### config.mk
export PLATFORM = sky130hd
export DESIGN_NAME = timepulse_gen_flat
export DESIGN_NICKNAME = d
export VERILOG_FILES = /design/src/rtl/timepulse_gen_if.sv /design/src/rtl/timepulse_gen.sv /design/src/flat_wrapper.sv
export SDC_FILE = /design/constraint.sdc
export NUM_CORES = 1
export LEC_CHECK = 0
export CORE_ASPECT_RATIO = 1.5
export CORE_MARGIN = 4
export CORE_UTILIZATION = 35
export CTS_CLUSTER_DIAMETER = 100
export DETAILED_ROUTE_END_ITERATION = 10
export PLACE_DENSITY = 0.64
export SYNTH_ARGS = -nofsm -noshare
export SYNTH_HDL_FRONTEND = slang
export SYNTH_SLANG_ARGS = --single-unit
### constraint.sdc
create_clock -name SIM_CLK -period 4.6 [get_ports SIM_CLK]
set_input_delay 0.92 -clock SIM_CLK [delete_from_list [all_inputs] [get_ports SIM_CLK]]
set_output_delay 0.92 -clock SIM_CLK [all_outputs]
set_load 0.005 [all_outputs]
### src/rtl/timepulse_gen_if.sv
`timescale 1ns/1ps
`default_nettype none
// ============================================================================
//  Module      : timepulse_gen_if
//  Description : Control and strobe bundle between the timepulse generator
//                and its surroundings (run/step/restart control in, the
//                T01..T12 timepulses, phase strobes and MCT status out).
//                master = controller/harness side, slave = timepulse_gen.
//  Signals     : RUN, STOP_REQ, STEP, GOJAM       control (master -> slave)
//                T_n[11:0], T10_n                 active-low timepulses
//                RT_n, WT_n, TT_n, CT_n           active-low phase strobes
//                MCT_END, HALTED, MCT_COUNT       MCT status
//  Revision    : 1.0  initial release
// ============================================================================
interface timepulse_gen_if #(
    parameter int CNT_W = 16
);
    logic             RUN;
    logic             STOP_REQ;
    logic             STEP;
    logic             GOJAM;
    logic [11:0]      T_n;
    logic             T10_n;
    logic             RT_n;
    logic             WT_n;
    logic             TT_n;
    logic             CT_n;
    logic             MCT_END;
    logic             HALTED;
    logic [CNT_W-1:0] MCT_COUNT;

    modport master (
        output RUN, STOP_REQ, STEP, GOJAM,
        input  T_n, T10_n, RT_n, WT_n, TT_n, CT_n, MCT_END, HALTED, MCT_COUNT
    );

    modport slave (
        input  RUN, STOP_REQ, STEP, GOJAM,
        output T_n, T10_n, RT_n, WT_n, TT_n, CT_n, MCT_END, HALTED, MCT_COUNT
    );
endinterface
`default_nettype wire

### src/rtl/timepulse_gen.sv
`timescale 1ns/1ps
`default_nettype none
// ============================================================================
//  Module      : timepulse_gen
//  Description : Memory-cycle-time sequencer. One MCT is twelve timepulses
//                (T01..T12) of PHASES clocks each; within a timepulse the
//                phases carry the read (ph0), write (ph1), transfer (ph2) and
//                clear (last phase) strobes. Supports continuous run, halt at
//                end of MCT, single-MCT step and GOJAM restart, and counts
//                completed MCTs.
//  Ports       : SIM_CLK  system clock (rising edge)
//                SIM_RST  synchronous active-high reset
//                bus      timepulse_gen_if.slave (control in, strobes/status out)
//  Parameters  : PHASES   clocks per timepulse (>= 4)
//                CNT_W    width of MCT_COUNT (must match the interface)
//  Revision    : 1.0  initial release
// ============================================================================
module timepulse_gen #(
    parameter int PHASES = 4,
    parameter int CNT_W  = 16
) (
    input  wire logic          SIM_CLK,
    input  wire logic          SIM_RST,
    timepulse_gen_if.slave     bus
);

    localparam int              PH_W    = $clog2(PHASES);
    localparam logic [PH_W-1:0] PH_RD   = PH_W'(0);
    localparam logic [PH_W-1:0] PH_WR   = PH_W'(1);
    localparam logic [PH_W-1:0] PH_TR   = PH_W'(2);
    localparam logic [PH_W-1:0] PH_LAST = PH_W'(PHASES - 1);
    localparam logic [3:0]      TP_LAST = 4'd11;

    typedef enum logic [0:0] {
        S_IDLE = 1'b0,
        S_RUN  = 1'b1
    } mode_t;

    // sequencing state
    mode_t              mode_q, mode_d;
    logic [3:0]         tp_q, tp_d;
    logic [PH_W-1:0]    ph_q, ph_d;
    logic               step_q, step_d;
    logic [CNT_W-1:0]   cnt_q, cnt_d;

    // registered outputs
    logic [11:0]        t_n_q;
    logic               t10_n_q, rt_n_q, wt_n_q, tt_n_q, ct_n_q;
    logic               mct_end_q, halted_q;

    // outputs decoded from the next state, so the registered copies always
    // describe the state they are registered alongside
    logic [11:0]        t_n_d;
    logic               t10_n_d, rt_n_d, wt_n_d, tt_n_d, ct_n_d;
    logic               mct_end_d, halted_d;

    logic               mct_end_now;
    logic               run_d;

    assign mct_end_now = (mode_q == S_RUN) && (tp_q == TP_LAST) && (ph_q == PH_LAST);

    always_comb begin
        mode_d = mode_q;
        tp_d   = tp_q;
        ph_d   = ph_q;
        step_d = step_q;
        cnt_d  = cnt_q;

        case (mode_q)
            S_IDLE: begin
                // GOJAM has no effect while halted; RUN wins over STEP
                if (bus.RUN) begin
                    mode_d = S_RUN;
                    tp_d   = 4'd0;
                    ph_d   = PH_RD;
                    step_d = 1'b0;
                end else if (bus.STEP) begin
                    mode_d = S_RUN;
                    tp_d   = 4'd0;
                    ph_d   = PH_RD;
                    step_d = 1'b1;
                end
            end
            S_RUN: begin
                if (bus.GOJAM) begin
                    // abort: restart at T01 ph0, the aborted MCT is not counted
                    tp_d   = 4'd0;
                    ph_d   = PH_RD;
                    step_d = 1'b0;
                end else if (mct_end_now) begin
                    // RUN/STOP_REQ are only looked at here; a single step
                    // always halts after its one MCT
                    cnt_d = cnt_q + CNT_W'(1);
                    tp_d  = 4'd0;
                    ph_d  = PH_RD;
                    if (bus.STOP_REQ || !bus.RUN || step_q) begin
                        mode_d = S_IDLE;
                        step_d = 1'b0;
                    end
                end else if (ph_q == PH_LAST) begin
                    ph_d = PH_RD;
                    tp_d = tp_q + 4'd1;
                end else begin
                    ph_d = ph_q + PH_W'(1);
                end
            end
            default: begin
                mode_d = S_IDLE;
            end
        endcase

        run_d     = (mode_d == S_RUN);
        t_n_d     = run_d ? ~(12'd1 << tp_d) : 12'hFFF;
        t10_n_d   = !(run_d && (tp_d == 4'd9));
        rt_n_d    = !(run_d && (ph_d == PH_RD));
        wt_n_d    = !(run_d && (ph_d == PH_WR));
        tt_n_d    = !(run_d && (ph_d == PH_TR));
        ct_n_d    = !(run_d && (ph_d == PH_LAST));
        mct_end_d = run_d && (tp_d == TP_LAST) && (ph_d == PH_LAST);
        halted_d  = !run_d;
    end

    always_ff @(posedge SIM_CLK) begin
        if (SIM_RST) begin
            mode_q    <= S_IDLE;
            tp_q      <= 4'd0;
            ph_q      <= PH_RD;
            step_q    <= 1'b0;
            cnt_q     <= '0;
            t_n_q     <= 12'hFFF;
            t10_n_q   <= 1'b1;
            rt_n_q    <= 1'b1;
            wt_n_q    <= 1'b1;
            tt_n_q    <= 1'b1;
            ct_n_q    <= 1'b1;
            mct_end_q <= 1'b0;
            halted_q  <= 1'b1;
        end else begin
            mode_q    <= mode_d;
            tp_q      <= tp_d;
            ph_q      <= ph_d;
            step_q    <= step_d;
            cnt_q     <= cnt_d;
            t_n_q     <= t_n_d;
            t10_n_q   <= t10_n_d;
            rt_n_q    <= rt_n_d;
            wt_n_q    <= wt_n_d;
            tt_n_q    <= tt_n_d;
            ct_n_q    <= ct_n_d;
            mct_end_q <= mct_end_d;
            halted_q  <= halted_d;
        end
    end

    assign bus.T_n       = t_n_q;
    assign bus.T10_n     = t10_n_q;
    assign bus.RT_n      = rt_n_q;
    assign bus.WT_n      = wt_n_q;
    assign bus.TT_n      = tt_n_q;
    assign bus.CT_n      = ct_n_q;
    assign bus.MCT_END   = mct_end_q;
    assign bus.HALTED    = halted_q;
    assign bus.MCT_COUNT = cnt_q;

endmodule
`default_nettype wire

### src/flat_wrapper.sv
// flat-port wrapper written by rule: the top's interface ports become plain ports
module timepulse_gen_flat 
#(
    parameter int PHASES = 4,
    parameter int CNT_W  = 16
)
  (SIM_CLK, SIM_RST, bus_RUN, bus_STOP_REQ, bus_STEP, bus_GOJAM, bus_T_n, bus_T10_n, bus_RT_n, bus_WT_n, bus_TT_n, bus_CT_n, bus_MCT_END, bus_HALTED, bus_MCT_COUNT);
  timepulse_gen_if #(.CNT_W(CNT_W)) bus_i ();
  input  wire logic SIM_CLK;
  input  wire logic SIM_RST;
  input wire logic [$bits(bus_i.RUN)-1:0] bus_RUN;
  input wire logic [$bits(bus_i.STOP_REQ)-1:0] bus_STOP_REQ;
  input wire logic [$bits(bus_i.STEP)-1:0] bus_STEP;
  input wire logic [$bits(bus_i.GOJAM)-1:0] bus_GOJAM;
  output wire logic [$bits(bus_i.T_n)-1:0] bus_T_n;
  output wire logic [$bits(bus_i.T10_n)-1:0] bus_T10_n;
  output wire logic [$bits(bus_i.RT_n)-1:0] bus_RT_n;
  output wire logic [$bits(bus_i.WT_n)-1:0] bus_WT_n;
  output wire logic [$bits(bus_i.TT_n)-1:0] bus_TT_n;
  output wire logic [$bits(bus_i.CT_n)-1:0] bus_CT_n;
  output wire logic [$bits(bus_i.MCT_END)-1:0] bus_MCT_END;
  output wire logic [$bits(bus_i.HALTED)-1:0] bus_HALTED;
  output wire logic [$bits(bus_i.MCT_COUNT)-1:0] bus_MCT_COUNT;
  assign bus_i.RUN = bus_RUN;
  assign bus_i.STOP_REQ = bus_STOP_REQ;
  assign bus_i.STEP = bus_STEP;
  assign bus_i.GOJAM = bus_GOJAM;
  assign bus_T_n = bus_i.T_n;
  assign bus_T10_n = bus_i.T10_n;
  assign bus_RT_n = bus_i.RT_n;
  assign bus_WT_n = bus_i.WT_n;
  assign bus_TT_n = bus_i.TT_n;
  assign bus_CT_n = bus_i.CT_n;
  assign bus_MCT_END = bus_i.MCT_END;
  assign bus_HALTED = bus_i.HALTED;
  assign bus_MCT_COUNT = bus_i.MCT_COUNT;
  timepulse_gen #(.PHASES(PHASES), .CNT_W(CNT_W)) u_core (.SIM_CLK(SIM_CLK), .SIM_RST(SIM_RST), .bus(bus_i));
endmodule
# == Yosys cells after proc, flatten, opt, wreduce, memory -nomap -nowiden ==
# Index checks and enable logic that the tools add are counted.
# classes
n_eq_ne,10
n_reduce_logical,22
shifts,1
muxes,24
bitwise_logic,4
addsub,3
# op_table
op,n
2-to-1 mux 4 bit,5
"adder 16 x 1 -> 16 bit, second input constant",1
"== test 4 bit, second input constant",3
NOT 12 bit,1
"<< shifter 1 x 4 -> 12 bit, first input constant",1
2-to-1 mux 1 bit,10
2-to-1 mux 2 bit,5
logical AND 1 bit,9
"inequality test 3 bit, second input constant",3
one-hot mux 4 bit (2 select lines),1
logical NOT 1 bit,7
"== test 2 bit, second input constant",3
AND reduction 3 bit,2
"adder 4 x 1 -> 4 bit, second input constant",1
one-hot mux 1 bit (2 select lines),2
one-hot mux 2 bit (2 select lines),1
NOT 1 bit,3
"adder 2 x 1 -> 2 bit, second input constant",1
"== test 2 x 1 -> 1 bit, second input constant",1
logical NOT 2 bit,1
logical OR 1 bit,2
OR reduction 2 bit,1
# word_totals
input_bits,6
regBits,43
out_inout_bits,35

# == Depth between registers and ports, before layout ==
# depth
depth_word,9
mapped_depth,8

# == Least setup slack after synthesis ==
# OpenSTA, ideal clock, no wires.
# synth_path
path_kind,input -> register
startpoint,in bus_GOJAM
endpoint,reg u_core.t_n_q[10] (netlist: u_core.bus.T_n[10])
slack_ns,2.559
cell_stages,7
n_path_buf,2
t_required_ns,4.474
t_arrival_ns,1.915
path_cell_list,nand2b_1 > buf_6 > nor3_1 > or3_1 > buf_6 > nor3_1 > nand2_1
# synth_between
elab_chain_len,4
# synth_rtl
item,line_no,rtl
from (decl),flat_wrapper.sv:14,input wire logic [$bits(bus_i.GOJAM)-1:0] bus_GOJAM;
2-to-1 mux 4 bit / 2-to-1 mux 1 bit (equally long branches),timepulse_gen.sv:85,if (bus.GOJAM) begin
one-hot mux 4 bit (2 select lines) / one-hot mux 1 bit (2 select lines) (equally long branches),timepulse_gen.sv:69,case (mode_q)
<< shifter 1 x 4 -> 12 bit / NOT 1 bit (equally long branches),--,
NOT 12 bit / OR reduction 2 bit (equally long branches),--,
to (signal assigned),timepulse_gen.sv:144,t_n_q <= t_n_d;
to (decl),timepulse_gen.sv:47,logic [11:0] t_n_q;
# Parallel ways exist; a longest one is shown, timed or not.
# A chain may end at the register's enable or synchronous reset.

# == Worst setup path after layout ==
# layout_path
startpoint,in bus_GOJAM
endpoint,reg u_core.t_n_q[8] (netlist: u_core.bus.T_n[8])
# The elaborated chain is that of the path after synthesis.

==> impl_metrics.xml <==
<?xml version="1.0" encoding="UTF-8"?>
<metrics>
  <group name="synth">
    <metric name="synth_compound_gate_area_share" unit="%">12.3</metric>
    <metric name="synth_simple_gate_area_share" unit="%">28.8</metric>
    <metric name="netlist-cell-type-count" unit="">40</metric>
    <metric name="yosysSeqAreaShare" unit="%">46.8</metric>
    <metric name="syn_area_per_cell" unit="um2">9.16</metric>
    <metric name="synthFlopType" unit="">dfxtp_1</metric>
    <metric name="synthAdderAreaFrac" unit="%">2.04</metric>
    <metric name="synth_top_family_by_area" unit="">simple AND/OR/NAND/NOR gates</metric>
    <metric name="synth.net_count" unit="">210</metric>
    <metric name="synth-seq-cells" unit="">43</metric>
    <metric name="count_of_flip_flops_with_a_built_in_enable_after_synthesis" unit="">0</metric>
    <metric name="synth-async-reset-ratio" unit="%">0</metric>
    <metric name="synth_cells" unit="">201</metric>
    <metric name="synthMuxAreaShare" unit="%">0</metric>
    <metric name="synth_warnings" unit="">0</metric>
    <metric name="synth_xor_area_share" unit="%">6.19</metric>
    <metric name="synthesis.area" unit="um2">1840</metric>
  </group>
  <group name="die">
    <metric name="die_y" unit="um">96.8</metric>
    <metric name="floorplan.core_area" unit="um2">5120</metric>
    <metric name="chipWidth" unit="um">67.2</metric>
    <metric name="die_area" unit="um2">6510</metric>
    <metric name="floorplan.initialDensity" unit="%">35.9</metric>
    <metric name="placementRows" unit="">32</metric>
    <metric name="pin_count" unit="">41</metric>
  </group>
  <group name="setup_path">
    <metric name="r2r_slack" unit="ps">2420</metric>
    <metric name="data_arrival_critical_path" unit="ps">2640</metric>
    <metric name="crit_fanout" unit="">8</metric>
    <metric name="timing.critical_path.required" unit="ps">4770</metric>
    <metric name="depth_of_the_worst_register_to_register_path" unit="">6</metric>
    <metric name="crit_path_start_kind" unit="">input pin</metric>
    <metric name="reg2reg_from" unit="">u_core.ph_q[0]</metric>
    <metric name="critPathCaptureType" unit="">flip-flop</metric>
    <metric name="critical_path_class" unit="">in2reg</metric>
    <metric name="critical_path.reg2reg.endpoint" unit="">u_core.bus.T_n[8]</metric>
  </group>
  <group name="sta">
    <metric name="rsz0062_at_grt" unit="">false</metric>
    <metric name="layout_min_cycle_time" unit="ps">2470</metric>
    <metric name="finalSetupTns" unit="ps">0</metric>
    <metric name="setup_violations" unit="">0</metric>
    <metric name="clock-skew-final" unit="ps">7.17</metric>
    <metric name="slew_viol_final" unit="">0</metric>
    <metric name="fin_crit_sh" unit="%">53.7</metric>
    <metric name="fmaxAchievable" unit="MHz">405</metric>
    <metric name="worst_max_slew_pin_slew" unit="ps">496</metric>
    <metric name="final-hold-violation-count" unit="">0</metric>
    <metric name="max_slew_margin" unit="%">67.0</metric>
    <metric name="finalWorstSetupSlack" unit="ps">2130</metric>
  </group>
  <group name="outcome">
    <metric name="status" unit="">complete, no violations</metric>
  </group>
  <group name="route">
    <metric name="routed_wl" unit="um">3870</metric>
    <metric name="routed_wire_length_per_instance" unit="um">12.5</metric>
    <metric name="detail-route-antenna-nets" unit="">0</metric>
    <metric name="first_iter_violations" unit="">59</metric>
    <metric name="routed-via-count" unit="">1529</metric>
    <metric name="vias_per_cell" unit="">4.95</metric>
    <metric name="dr.pass1.iters" unit="">4</metric>
    <metric name="drc" unit="">0</metric>
  </group>
  <group name="min_path">
    <metric name="hold_path_startpoint" unit="">u_core.step_q</metric>
    <metric name="worstHoldPathCells" unit="">2</metric>
    <metric name="holdPathEnd" unit="">u_core.step_q</metric>
    <metric name="hp-class" unit="">reg2reg</metric>
  </group>
  <group name="clocking">
    <metric name="cts_resized" unit="">0</metric>
    <metric name="cts_htree_levels" unit="">2</metric>
    <metric name="ctsRootBufferMaster" unit="">clkbuf_8</metric>
    <metric name="clock_sinks" unit="">43</metric>
    <metric name="post-cts-setup-buffer-count" unit="">0</metric>
    <metric name="cts_max_path_buffers" unit="">2</metric>
    <metric name="clk-insertion-delay-late" unit="ps">290</metric>
    <metric name="tritoncts_clock_tree" unit="">done</metric>
    <metric name="clk_pin_slew" unit="ps">70</metric>
    <metric name="cts_hold_buf" unit="">0</metric>
    <metric name="numCtsBuffers" unit="">5</metric>
  </group>
  <group name="cells_and_area">
    <metric name="antenna-diode-count" unit="">0</metric>
    <metric name="fin_util" unit="%">46.2</metric>
    <metric name="syn2layout_area_growth" unit="%">28.6</metric>
    <metric name="highest_count_cells_in_the_layout_ignoring_fill_and_taps" unit="">dfxtp_1 (43), clkdlybuf4s50_1 (40), nand2_1 (24), nor2_1 (20)</metric>
    <metric name="layout.cells.most_common" unit="">dfxtp_1</metric>
    <metric name="nNetsFinal" unit="">250</metric>
    <metric name="drive_above_1_share" unit="%">8.30</metric>
  </group>
  <group name="global_route">
    <metric name="grt.total_usage" unit="%">13.0</metric>
    <metric name="number_of_antenna_violations_at_the_first_check_in_global_routing" unit="">0</metric>
    <metric name="grt_max_degree" unit="">25</metric>
    <metric name="global_route.overflow_total" unit="">0</metric>
    <metric name="grt_pass1_vias" unit="">1549</metric>
    <metric name="grt_first_pass_wirelength" unit="um">6760</metric>
  </group>
  <group name="power_and_ir_drop">
    <metric name="max-vdd-ir-drop" unit="uV">145</metric>
    <metric name="power.density_cell_area" unit="nW/um2">274</metric>
    <metric name="total_leakage_power" unit="nW">0.822</metric>
  </group>
  <group name="placed_design">
    <metric name="io_buffer_count" unit="">40</metric>
    <metric name="hpwlAfterDp" unit="um">2860</metric>
    <metric name="pre_cts_slack" unit="ps">1810</metric>
    <metric name="globalplace.congestion" unit="">0.784</metric>
  </group>
  <group name="run">
    <metric name="maxCapViolCount" unit="">0</metric>
  </group>
</metrics>
[report_power, final]
| part | switching [mW] | internal, mW | leakage [nW] |
|---|---|---|---|
| combinational | 0.0175 | 0.0151 | 0.426 |
| sequential | 0.00269 | 0.376 | 0.349 |
| clock | 0.118 | 0.118 | 0.0470 |
| total | 0.138 | 0.509 | 0.822 |
[area by class of cell]
class	instances	area [um2]
repair buffers	41	408
well taps	68	85.1
multi-input cells	147	908
flip-flops and latches	43	861
fillers	546	2760
clock buffers	6	82.6
inverters	3	16.3
clock inverters	1	5.00
[metal layers]
| metal | part of all wire, % | vias up | track usage (%) |
|---|---|---|---|
| met3 | 4.6 | 6 | 3.37 |
| met5 | 0 | - | 0 |
| met1 | 43 | 702 | 14.9 |
| li1 | - | 781 | - |
| met2 | 51 | 40 | 22.7 |
| met4 | 1.4 | 0 | 4.22 |
[kinds of logic (layout without fill, tap and decap cells)]
family | after synthesis | in the layout
AND/OR/NAND/NOR | 95 | 95
flip-flops | 43 | 43
AO/OA/AOI/OAI | 36 | 36
XOR/XNOR | 13 | 13
buffers and inverters | 11 | 51
adder cells (fa/ha/maj) | 3 | 3
[cells in the mapped netlist, types with 3 or more instances]
cell type | count | area, um2
dfxtp_1 | 43 | 861
nand2_1 | 24 | 90.1
nor2_1 | 20 | 75.1
a21oi_1 | 13 | 65.1
o21ai_0 | 13 | 65.1
nand3_1 | 10 | 50.1
nor3_1 | 9 | 45.0
xnor2_1 | 9 | 78.8
and3_1 | 4 | 25.0
nand4_1 | 4 | 25.0
or3_1 | 4 | 25.0
xor2_1 | 4 | 35.0
and4_1 | 3 | 26.3
buf_6 | 3 | 33.8
clkbuf_1 | 3 | 11.3
ha_1 | 3 | 37.5
o21a_1 | 3 | 22.5
[state kept, by name, summed over array words and instances (netlist names), 2 cells and up]
register / count
u_core.tp_q: 4
u_core.bus.T_n: 12
u_core.ph_q: 2
u_core.bus.MCT_COUNT: 16
[how the worst max path moves through the flow]
stage	cells past startpoint	endpoint	slack (ps)	startpoint
2_1_floorplan	7	u_core.bus.T_n[10]	2560	bus_GOJAM
3_3_place_gp	7	u_core.bus.T_n[8]	1850	bus_GOJAM
3_5_place_dp	7	u_core.bus.T_n[8]	1810	bus_GOJAM
4_1_cts	7	u_core.bus.T_n[8]	2120	bus_GOJAM
5_1_grt	6	u_core.bus.T_n[2]	1950	bus_GOJAM
6_report	7	u_core.bus.T_n[8]	2130	bus_GOJAM
[per-stage QoR]
step	power, mW	area, um2	std cells	hold slack [ps]
global route	0.672	2370	309	557
global placement	0.420	2280	302	482
floorplan	0.408	1840	201	478
CTS	0.656	2370	309	520
detailed placement	0.421	2280	302	505
finish	0.647	2370	309	519
[critical path: stages]
cell	delay (ps)
clkdlybuf4s50_1	500
nand2b_1	310
nor3_1	100
or3_1	430
clkinv_4	110
and3_1	210
nand2_1	60
Note: power is estimated with default switching activity, not from simulation.
